## src/rtl/cla_pipe.sv

```systemverilog
// Pipelined carry-lookahead adder/subtractor: 4-bit CLA groups, carry rippled between groups,
// one slice of groups per stage with the upper operand bits skewed along. Valid/ready per stage.
module cla_pipe #(
   parameter int DW     = 16,
   parameter int STAGES = 2
) (
   input  logic          clk_i,
   input  logic          rst_ni,
   input  logic          valid_i,
   output logic          ready_o,
   input  logic [DW-1:0] a_i,
   input  logic [DW-1:0] b_i,
   input  logic          ci_i,
   input  logic          sub_i,
   output logic          valid_o,
   input  logic          ready_i,
   output logic [DW-1:0] s_o,
   output logic          co_o,
   output logic          ovf_o
);

   localparam int NBLK = DW / 4;
   localparam int GPS  = NBLK / STAGES;

   typedef struct packed {
      logic [3:0] s;
      logic       c3;
      logic       c4;
   } grp_t;

   function automatic grp_t cla4(input logic [3:0] a, input logic [3:0] b, input logic c0);
      logic [3:0] p, g;
      logic       c1, c2, c3, c4;
      grp_t       r;
      p  = a | b;
      g  = a & b;
      c1 = g[0] | (p[0] & c0);
      c2 = g[1] | (p[1] & g[0]) | (p[1] & p[0] & c0);
      c3 = g[2] | (p[2] & g[1]) | (p[2] & p[1] & g[0]) | (p[2] & p[1] & p[0] & c0);
      c4 = g[3] | (p[3] & g[2]) | (p[3] & p[2] & g[1]) | (p[3] & p[2] & p[1] & g[0])
         | (p[3] & p[2] & p[1] & p[0] & c0);
      r.s  = a ^ b ^ {c3, c2, c1, c0};
      r.c3 = c3;
      r.c4 = c4;
      return r;
   endfunction

   logic [STAGES-1:0] vld_q, ld, vin;
   logic [STAGES-1:0] c_q, ov_q, c_in, c_nx, ov_nx;
   logic [DW-1:0]     a_q [STAGES];
   logic [DW-1:0]     b_q [STAGES];
   logic [DW-1:0]     s_q [STAGES];
   logic [DW-1:0]     a_in [STAGES];
   logic [DW-1:0]     b_in [STAGES];
   logic [DW-1:0]     s_in [STAGES];
   logic [DW-1:0]     s_nx [STAGES];

   // Stage 0 sees the (already inverted for subtract) operands; later stages see the skew registers.
   for (genvar k = 0; k < STAGES; k++) begin : g_in
      if (k == 0) begin : g_first
         assign a_in[0] = a_i;
         assign b_in[0] = b_i ^ {DW{sub_i}};
         assign c_in[0] = sub_i | ci_i;
         assign s_in[0] = '0;
         assign vin[0]  = valid_i;
      end else begin : g_next
         assign a_in[k] = a_q[k-1];
         assign b_in[k] = b_q[k-1];
         assign c_in[k] = c_q[k-1];
         assign s_in[k] = s_q[k-1];
         assign vin[k]  = vld_q[k-1];
      end
   end

   logic [DW-1:0] sx;
   logic          cx, cmx;
   grp_t          rx;

   always_comb begin
      sx  = '0;
      cx  = 1'b0;
      cmx = 1'b0;
      rx  = '0;
      s_nx  = s_in;
      c_nx  = '0;
      ov_nx = '0;
      for (int k = 0; k < STAGES; k++) begin
         sx  = s_in[k];
         cx  = c_in[k];
         cmx = 1'b0;
         for (int g = 0; g < GPS; g++) begin
            rx = cla4(a_in[k][(k*GPS+g)*4 +: 4], b_in[k][(k*GPS+g)*4 +: 4], cx);
            sx[(k*GPS+g)*4 +: 4] = rx.s;
            cmx = rx.c3;
            cx  = rx.c4;
         end
         s_nx[k]  = sx;
         c_nx[k]  = cx;
         // Only the last stage's value is meaningful: there cmx is the carry into the MSB.
         ov_nx[k] = cmx ^ cx;
      end
   end

   // A stage may load if it or any stage downstream of it is empty, or the output drains.
   logic bub;
   always_comb begin
      bub = ready_i;
      ld  = '0;
      for (int k = STAGES - 1; k >= 0; k--) begin
         bub   = bub | ~vld_q[k];
         ld[k] = bub;
      end
   end

   assign ready_o = ld[0];

   always_ff @(posedge clk_i or negedge rst_ni) begin
      if (!rst_ni) begin
         vld_q <= '0;
         c_q   <= '0;
         ov_q  <= '0;
         for (int k = 0; k < STAGES; k++) begin
            a_q[k] <= '0;
            b_q[k] <= '0;
            s_q[k] <= '0;
         end
      end else begin
         for (int k = 0; k < STAGES; k++) begin
            if (ld[k]) begin
               vld_q[k] <= vin[k];
               a_q[k]   <= a_in[k];
               b_q[k]   <= b_in[k];
               s_q[k]   <= s_nx[k];
               c_q[k]   <= c_nx[k];
               ov_q[k]  <= ov_nx[k];
            end
         end
      end
   end

   assign valid_o = vld_q[STAGES-1];
   assign s_o     = s_q[STAGES-1];
   assign co_o    = c_q[STAGES-1];
   assign ovf_o   = ov_q[STAGES-1];

endmodule

```

## config.mk

```make
export PLATFORM = sky130hd
export DESIGN_NAME = cla_pipe
export DESIGN_NICKNAME = d
export VERILOG_FILES = /design/src/rtl/cla_pipe.sv
export SDC_FILE = /design/constraint.sdc
export NUM_CORES = 1
export LEC_CHECK = 0
export BUFFER_PORTS_ARGS = -buffer_cell sky130_fd_sc_hd__buf_4
export CORE_MARGIN = 4
export CORE_UTILIZATION = 55
export DETAILED_ROUTE_END_ITERATION = 10
export PLACE_DENSITY = 0.84
export REMOVE_ABC_BUFFERS = 1
export SETUP_SLACK_MARGIN = 0.05
export SLEW_MARGIN = 20
export SYNTH_ARGS = -nofsm -noshare
export SYNTH_HDL_FRONTEND = slang
export SYNTH_SLANG_ARGS = --single-unit
```

## constraint.sdc

```tcl
create_clock -name clk_i -period 2.5 [get_ports clk_i]
set_input_delay 0.375 -clock clk_i [delete_from_list [all_inputs] [get_ports clk_i]]
set_output_delay 0.375 -clock clk_i [all_outputs]
set_load 0.01 [all_outputs]
```

## Word-level counts from Yosys, hierarchy flattened

Index checks and enable logic that the tools add are counted.

- Bits in registers: 61
- Output and inout port bits: 20

- Bitwise operators: 127

Operators with widths:

| kind | number |
|---|---|
| AND 1 bit | 64 |
| OR 1 bit | 43 |
| bitwise XOR 4 bit | 8 |
| AND 4 bit | 4 |
| OR 4 bit | 4 |
| bitwise XOR 16 bit | 1 |
| inverter 1 bit | 2 |
| bitwise XOR 1 bit | 1 |

## Depth between registers and ports, before layout

Gate-level depths: netlist of run 1.

- Word-level depth: 10
- Gate-level depth with buffers: 12

## Least setup slack after synthesis of run 1

Ideal clock, no wire load.

- Path kind: input-to-reg
- Start: input sub_i
- End: register s_q (netlist bit s_in[5])
- Setup time: 0.077 ns
- Data arrival time: 2.457 ns
- Data required time: 2.423 ns
- Setup slack: -0.034 ns
- Cell stages on the path: 11
- Buffers on the path: 2
- Cell sequence: buf_6 > buf_2 > xor2_1 > inv_1 > ha_1 > o311a_4 > nor3_1 > nor3_1 > fa_1 > xor2_1 > a21oi_1

- Cells in the longest elaborated chain, start to end: 10

RTL lines:

| what | RTL line | source |
|---|---|---|
| from (decl) | 14 | `input logic sub_i,` |
| bitwise XOR 16 bit | 62 | `assign b_in[0] = b_i ^ {DW{sub_i}};` |
| OR 4 bit / AND 4 bit (equally long branches) | 35, 36 |  |
| AND 1 bit (on tied branches) | 40, 41 |  |
| OR 1 bit, or another cell as far along (2 in series) | 40 | `c4 = g[3] \| (p[3] & g[2]) \| (p[3] & p[2] & g[1]) \| (p[3] & p[2] & p[1] & g[0])` |
| OR 1 bit / AND 1 bit (equally long branches) | 40, 41 |  |
| OR 1 bit | 41 | `\| (p[3] & p[2] & p[1] & p[0] & c0);` |
| AND 1 bit | 37 | `c1 = g[0] \| (p[0] & c0);` |
| OR 1 bit | 37 |  |
| bitwise XOR 4 bit * | 42 | `r.s = a ^ b ^ {c3, c2, c1, c0};` |
| to (signal, indexed assignment) | 133 | `s_q[k] <= s_nx[k];` |
| to (decl) | 52 | `logic [DW-1:0] s_q [STAGES];` |

Every way passes the cells marked *; elsewhere a longest branch is shown, timed or not.
A chain may end at the register's enable or synchronous reset.

## Final worst setup path of run 1

Same ends and word-level chain as after synthesis.

==> impl_metrics.ini, run 1 <==
[logic_synthesis]
synthArstFlopShare_pct = 100
syn_avg_cell_area_um2 = 9.29
synth_cell_types = 40
ys_warn_count = 0
ys_ff_latch = 45
synth-edff-count = 0
yosys_most_used_dff = dfrtp_1
mappedNetlistArea_um2 = 2830
ys_seq_area_share_pct = 39.9
syn_inst = 304

[pwr]
netSwitchingPower_mw = 0.767
power.density_nw_per_um2 = 692
seqPwrFrac_pct = 42.3
ir_drop_mv = 0.309
p_clk_share_pct = 22.0
p_int_mw = 1.60
netSwitchingFraction_pct = 32.4
pwr-share-comb_pct = 35.7
p_leak_nw = 1.78

[min_path]
hold_class = in -> async

[sta]
hold_viol = 0
rsz0062_at_grt = no
slew_headroom_pct = 51.8
clock_skew_ns = 0.00594
maxSlewViolCount = 0
timing.final.crit_share_pct = 87.3
tightest_slew_ns = 0.723
fmax_mhz = 458
hold_ws_ns = 0.0738
period_needed_ns = 2.18
fin_tns_setup_ns = 0
setup_violations = 0

[cells_and_area]
final_common_cell = buf_4
n_antenna_cell = 0
fillerInstances = 386
final_cell_mix = buf_4, nand2_1, dfrtp_1
areaGrowthSynthToFinish_pct = 21.1
layout-drive-gt1-share_pct = 21.9
layout.nets = 435

[routing]
drt_iter0_markers = 81
dr.pass1.iters = 4
ant_nets = 0
routedWlPerCell_um = 13.0
dr_total_vias = 2194
drc = 0
vias_per_cell = 5.13
routed_wl_um = 5570

[floorplanning]
die_height_um = 79.7
die_area_um2 = 6350
core_um2 = 4850
dieWidth_um = 79.7
start_util_pct = 58.3
io_pins = 58
fp-row-count = 25

[clock_tree]
cts_buffer_depth = 2
holdBufCountCts = 0
cts_resized = 0
cts_buffers = 5
clk-insertion-delay-late_ns = 0.29
cts_root_buf = clkbuf_8
cts_tree = done
clock-sinks = 45
cts.clk_slew.worst_paths_ns = 0.08
post_cts_buffers = 0
htree_num_levels = 2

[setup_path]
worst_ep_required_time_ns = 2.72
cp-start-kind = input port
crit_slowest_cell = o311a_4
cp.arrival_ns = 2.40
path_cells = buf_4, xor2_1, inv_1, ha_1, o311a_4, nor3_1, nor3_1, fa_1, xor2_1, a21oi_1
slowest_delay_ns = 0.42
end_kind = flop
path_class = in -> reg
worstPathMaxFanout = 5

[outcome]
status = complete, no violations

[grt]
antenna_found_initial = 0
grt_pass1_wl_um = 9920
grt_max_degree = 46
grt_pass1_vias = 2233
grt_overflow = 0
track_usage_pct = 19.9

[placement]
place_hpwl_um = 4310
portBuffers = 57
gp_congestion = 0.859

[flow_run]
max_cap_viol_count = 0
-- final cells by class --
class	instances	area, um2	area share [%]
Clock buffer	5	68.8	2.01
Clock inverter	2	35.0	1.02
Inverter	40	150	4.39
Multi-Input combinational cell	208	1500	43.8
Sequential cell	45	1130	32.9
Tap cell	67	83.8	2.45
Timing Repair Buffer	61	458	13.4
-- power groups by stage --
| stage | clock (mW) | sequential (mW) | combinational (mW) |
|---|---|---|---|
| 2_1_floorplan | 0 | 1.05 | 0.458 |
| 3_3_place_gp | 0 | 1.01 | 0.813 |
| 3_5_place_dp | 0 | 1.02 | 0.851 |
| 4_1_cts | 0.538 | 1.00 | 0.855 |
| 5_1_grt | 0.565 | 1.03 | 0.947 |
| 6_report | 0.522 | 1.00 | 0.845 |
-- logic make-up after synthesis --
| logic type | share of synthesized area [%] |
|---|---|
| AO/OA/AOI/OAI | 13.5 |
| XOR/XNOR | 7.44 |
| adder cells (fa/ha/maj) | 17.0 |
| buffers and inverters | 7.09 |
| flip-flops | 39.9 |
| multiplexers | 0.399 |
| AND/OR/NAND/NOR | 14.7 |
-- metal layers --
layer	vias up	share of wire, %	global-route usage, %	routed length, um
li1	1087	-	-	-
met1	1042	41	23.7	2310
met2	54	52	36.6	2890
met3	11	5.1	2.71	286
met4	0	1.5	6.36	85
met5	-	0	0	0
-- state kept, by name, summed over array words and instances, names as in the netlist --
name and cells:
a_in 8, s_in 8, vld_q 2, s_o 16
ov_q 1, c_q 2, b_in 8
-- cells in the mapped netlist (2+ instances only) --
| cell | number | share of area (%) |
|---|---|---|
| nand2_1 | 54 | 7.2 |
| dfrtp_1 | 45 | 40 |
| inv_1 | 40 | 5.3 |
| ha_1 | 32 | 14 |
| xor2_1 | 20 | 6.2 |
| o21ai_0 | 19 | 3.4 |
| nor2_1 | 17 | 2.3 |
| a21oi_1 | 14 | 2.5 |
| clkbuf_1 | 8 | 1.1 |
| nor3_1 | 7 | 1.2 |
| fa_1 | 4 | 2.8 |
| xnor2_1 | 4 | 1.2 |
| nand2b_1 | 3 | 0.66 |
| nor2b_1 | 3 | 0.66 |
| o21bai_1 | 3 | 0.80 |
| nor3_2 | 2 | 0.71 |
| nor3b_1 | 2 | 0.53 |
| o21a_1 | 2 | 0.53 |
| o31ai_1 | 2 | 0.53 |
| o31ai_2 | 2 | 0.89 |
| or3_1 | 2 | 0.44 |
-- worst max-delay path: cells and delay by family --
family	cells	cell delay [ns]
adders and majority gates	2	0.62
AOI/OAI and AO/OA	2	0.55
xor gates and xnor gates	2	0.35
and+or+nand+nor	2	0.31
buffers and inverters	2	0.20
-- worst paths after layout --
check | from | endpoint | slack [ns] | depth (start not counted)
hold reg to reg | vld_q[0] | vld_q[1] | 0.44 | 2
min in group clk_i | valid_i | vld_q[0] | 0.28 | 2
setup / recovery | sub_i | s_in[5] | 0.32 | 10
hold / removal | rst_ni | b_in[10] | 0.07 | 1
max in group asynchronous | rst_ni | c_q[1] | 2.05 | 1
setup reg to reg | a_in[11] | s_o[13] | 0.56 | 8
-- through the flow --
| step | setup slack [ns] | total power, mW | util (%) | cells | cell area (um2) |
|---|---|---|---|---|---|
| 6_report | 0.317 | 2.37 | 70.6 | 428 | 3420 |
| 2_1_floorplan | 0.347 | 1.51 | - | 293 | 2780 |
| 3_5_place_dp | 0.0412 | 1.87 | 68.4 | 421 | 3320 |
| 3_3_place_gp | 0.152 | 1.82 | 68.4 | 421 | 3320 |
| 5_1_grt | 0.154 | 2.54 | 70.6 | 428 | 3420 |
| 4_1_cts | 0.345 | 2.40 | 70.6 | 428 | 3420 |
Power figures use the tool's default switching activity.
==> inputs of run 2 (changes only) <==
--- a/config.mk
+++ b/config.mk
@@ -10,7 +10,6 @@
 export CORE_UTILIZATION = 55
 export DETAILED_ROUTE_END_ITERATION = 10
 export PLACE_DENSITY = 0.84
-export REMOVE_ABC_BUFFERS = 1
 export SETUP_SLACK_MARGIN = 0.05
 export SLEW_MARGIN = 20
 export SYNTH_ARGS = -nofsm -noshare
==> run 2 against run 1 <==
  * Design area decreased by 0.29%
  * Die area unchanged
  * Clock-buffer cell count grew 2
  * Setup slack improved by 0.077 ns
  * Clock power shrank 14%
  * Critical path depth unchanged
  * Global-route usage fell by 0.53 points
  * Register-to-register slack got worse by 0.06 ns
  * Total power is 2.8% lower
  * Critical path type unchanged
==> impl_metrics.ini, run 2 (synthesis gave the netlist of run 1 again) <==
[floorplanning]
dieWidth_um = 79.7
core_um2 = 4850
die_area_um2 = 6350
start_util_pct = 58.3
die_height_um = 79.7
io_pins = 58
fp-row-count = 25

[routing]
vias_per_cell = 4.99
dr.pass1.iters = 4
dr_total_vias = 2141
drc = 0
ant_nets = 0
drt_iter0_markers = 117
routed_wl_um = 5520
routedWlPerCell_um = 12.9

[sta]
timing.final.crit_share_pct = 84.2
rsz0062_at_grt = no
period_needed_ns = 2.11
fin_tns_setup_ns = 0
clock_skew_ns = 0.0107
hold_viol = 0
fmax_mhz = 475
maxSlewViolCount = 0
slew_headroom_pct = 62.4
setup_violations = 0
tightest_slew_ns = 0.564

[cells_and_area]
layout.nets = 436
layout-drive-gt1-share_pct = 21.8
final_common_cell = buf_4
final-instance-count-excl-fill = 429
multi_input_area_um2 = 1500
areaGrowthSynthToFinish_pct = 20.7
n_antenna_cell = 0
final_cell_mix = buf_4, nand2_1, dfrtp_1
seqCellArea_um2 = 1130
fillerInstances = 369
largest_reg_flops = 16

[pwr]
p_leak_nw = 1.78
pwr-share-comb_pct = 36.9
ir_drop_mv = 0.327
seqPwrFrac_pct = 43.6
power.density_nw_per_um2 = 675
p_int_mw = 1.53
power_mw = 2.30
netSwitchingPower_mw = 0.770
p_clk_share_pct = 19.5
netSwitchingFraction_pct = 33.5

[setup_path]
cp-start-kind = input port
worstPathMaxFanout = 5
worst_ep_required_time_ns = 2.65
path_cells = buf_4, xor2_1, inv_1, ha_1, o311a_4, nor3_1, nor3_1, fa_1, xor2_1, a21oi_1
crit_slowest_cell = fa_1
end_kind = flop
slowest_delay_ns = 0.40
path_class = in -> reg
cp.arrival_ns = 2.26

[min_path]
hold_class = in -> async

[placement]
place_hpwl_um = 4390
placed_cells = 422
portBuffers = 57
gp_congestion = 0.835

[clock_tree]
holdBufCountCts = 0
cts_root_buf = clkbuf_8
clk-insertion-delay-late_ns = 0.30
cts_resized = 0
cts_buffers = 5
htree_num_levels = 2
clock-sinks = 45
cts_buffer_depth = 2
post_cts_buffers = 0
cts.clk_slew.worst_paths_ns = 0.08
cts_tree = done

[grt]
top_usage_layer = met2
grt_max_degree = 46
track_usage_pct = 19.4
grt_pass1_wl_um = 9450
met1_usage_pct = 23.0
grt_pass1_vias = 2150
antenna_found_initial = 0
grt_overflow = 0
grtUsageMet2_pct = 33.6
use_met3_pct = 2.93

[logic_synthesis]
mappedNetlistNets = 378

[flow_run]
max_cap_viol_count = 0

[outcome]
status = complete, no violations
[run 2: final timing paths]
path | startpoint | endpoint | slack [ns] | cells after the start
setup / recovery | sub_i | s_in[5] | 0.39 | 10
hold / removal | rst_ni | a_in[13] | 0.07 | 1
setup reg to reg | a_in[8] | s_o[13] | 0.50 | 8
hold reg to reg | vld_q[0] | vld_q[1] | 0.44 | 2
max in group asynchronous | rst_ni | s_o[1] | 2.05 | 1
min in group clk_i | valid_i | vld_q[0] | 0.27 | 2
[run 2: final cells by class]
class	instances	area share (%)
timing repair buffer	62	13.6
sequential	45	33.0
inverter	40	4.40
clock buffer	7	2.53
multi-input combinational	208	43.9
tap	67	2.46
[run 2: power by group through the flow]
| stage | combinational [mW] | clock (mW) | sequential, mW |
|---|---|---|---|
| after floorplan | 0.472 | 0 | 1.05 |
| after global placement | 0.821 | 0 | 1.01 |
| after detailed placement | 0.857 | 0 | 1.02 |
| after CTS | 0.862 | 0.462 | 1.01 |
| after global routing | 0.961 | 0.488 | 1.03 |
| final | 0.849 | 0.450 | 1.00 |
[run 2: worst max-delay path, delay by kind of cell]
kind	cells	cell delay [ns]
buffers and inverters	2	0.22
AND/OR/NAND/NOR	2	0.24
adder cells (fa/ha/maj)	2	0.60
XOR/XNOR	2	0.34
AO/OA/AOI/OAI	2	0.48
[run 2: metrics by stage]
| stage | utilization, % | instance area [um2] | worst slack [ns] | hold WS [ns] |
|---|---|---|---|---|
| floorplan | - | 2830 | 0.0772 | 0.0794 |
| global placement | 68.6 | 3320 | 0.172 | 0.403 |
| detailed placement | 68.6 | 3320 | 0.0865 | 0.410 |
| CTS | 70.3 | 3410 | 0.403 | 0.0805 |
| global route | 70.3 | 3410 | 0.297 | 0.107 |
| finish | 70.3 | 3410 | 0.395 | 0.0703 |
[run 2: routing by layer]
metal  wire [um]  vias to the layer above  part of all wire, %
li1            -                     1083                    -
met1        2230                      997                   40
met2        2900                       45                   53
met3         209                       16                  3.8
met4         178                        0                  3.2
met5           0                        -                    0
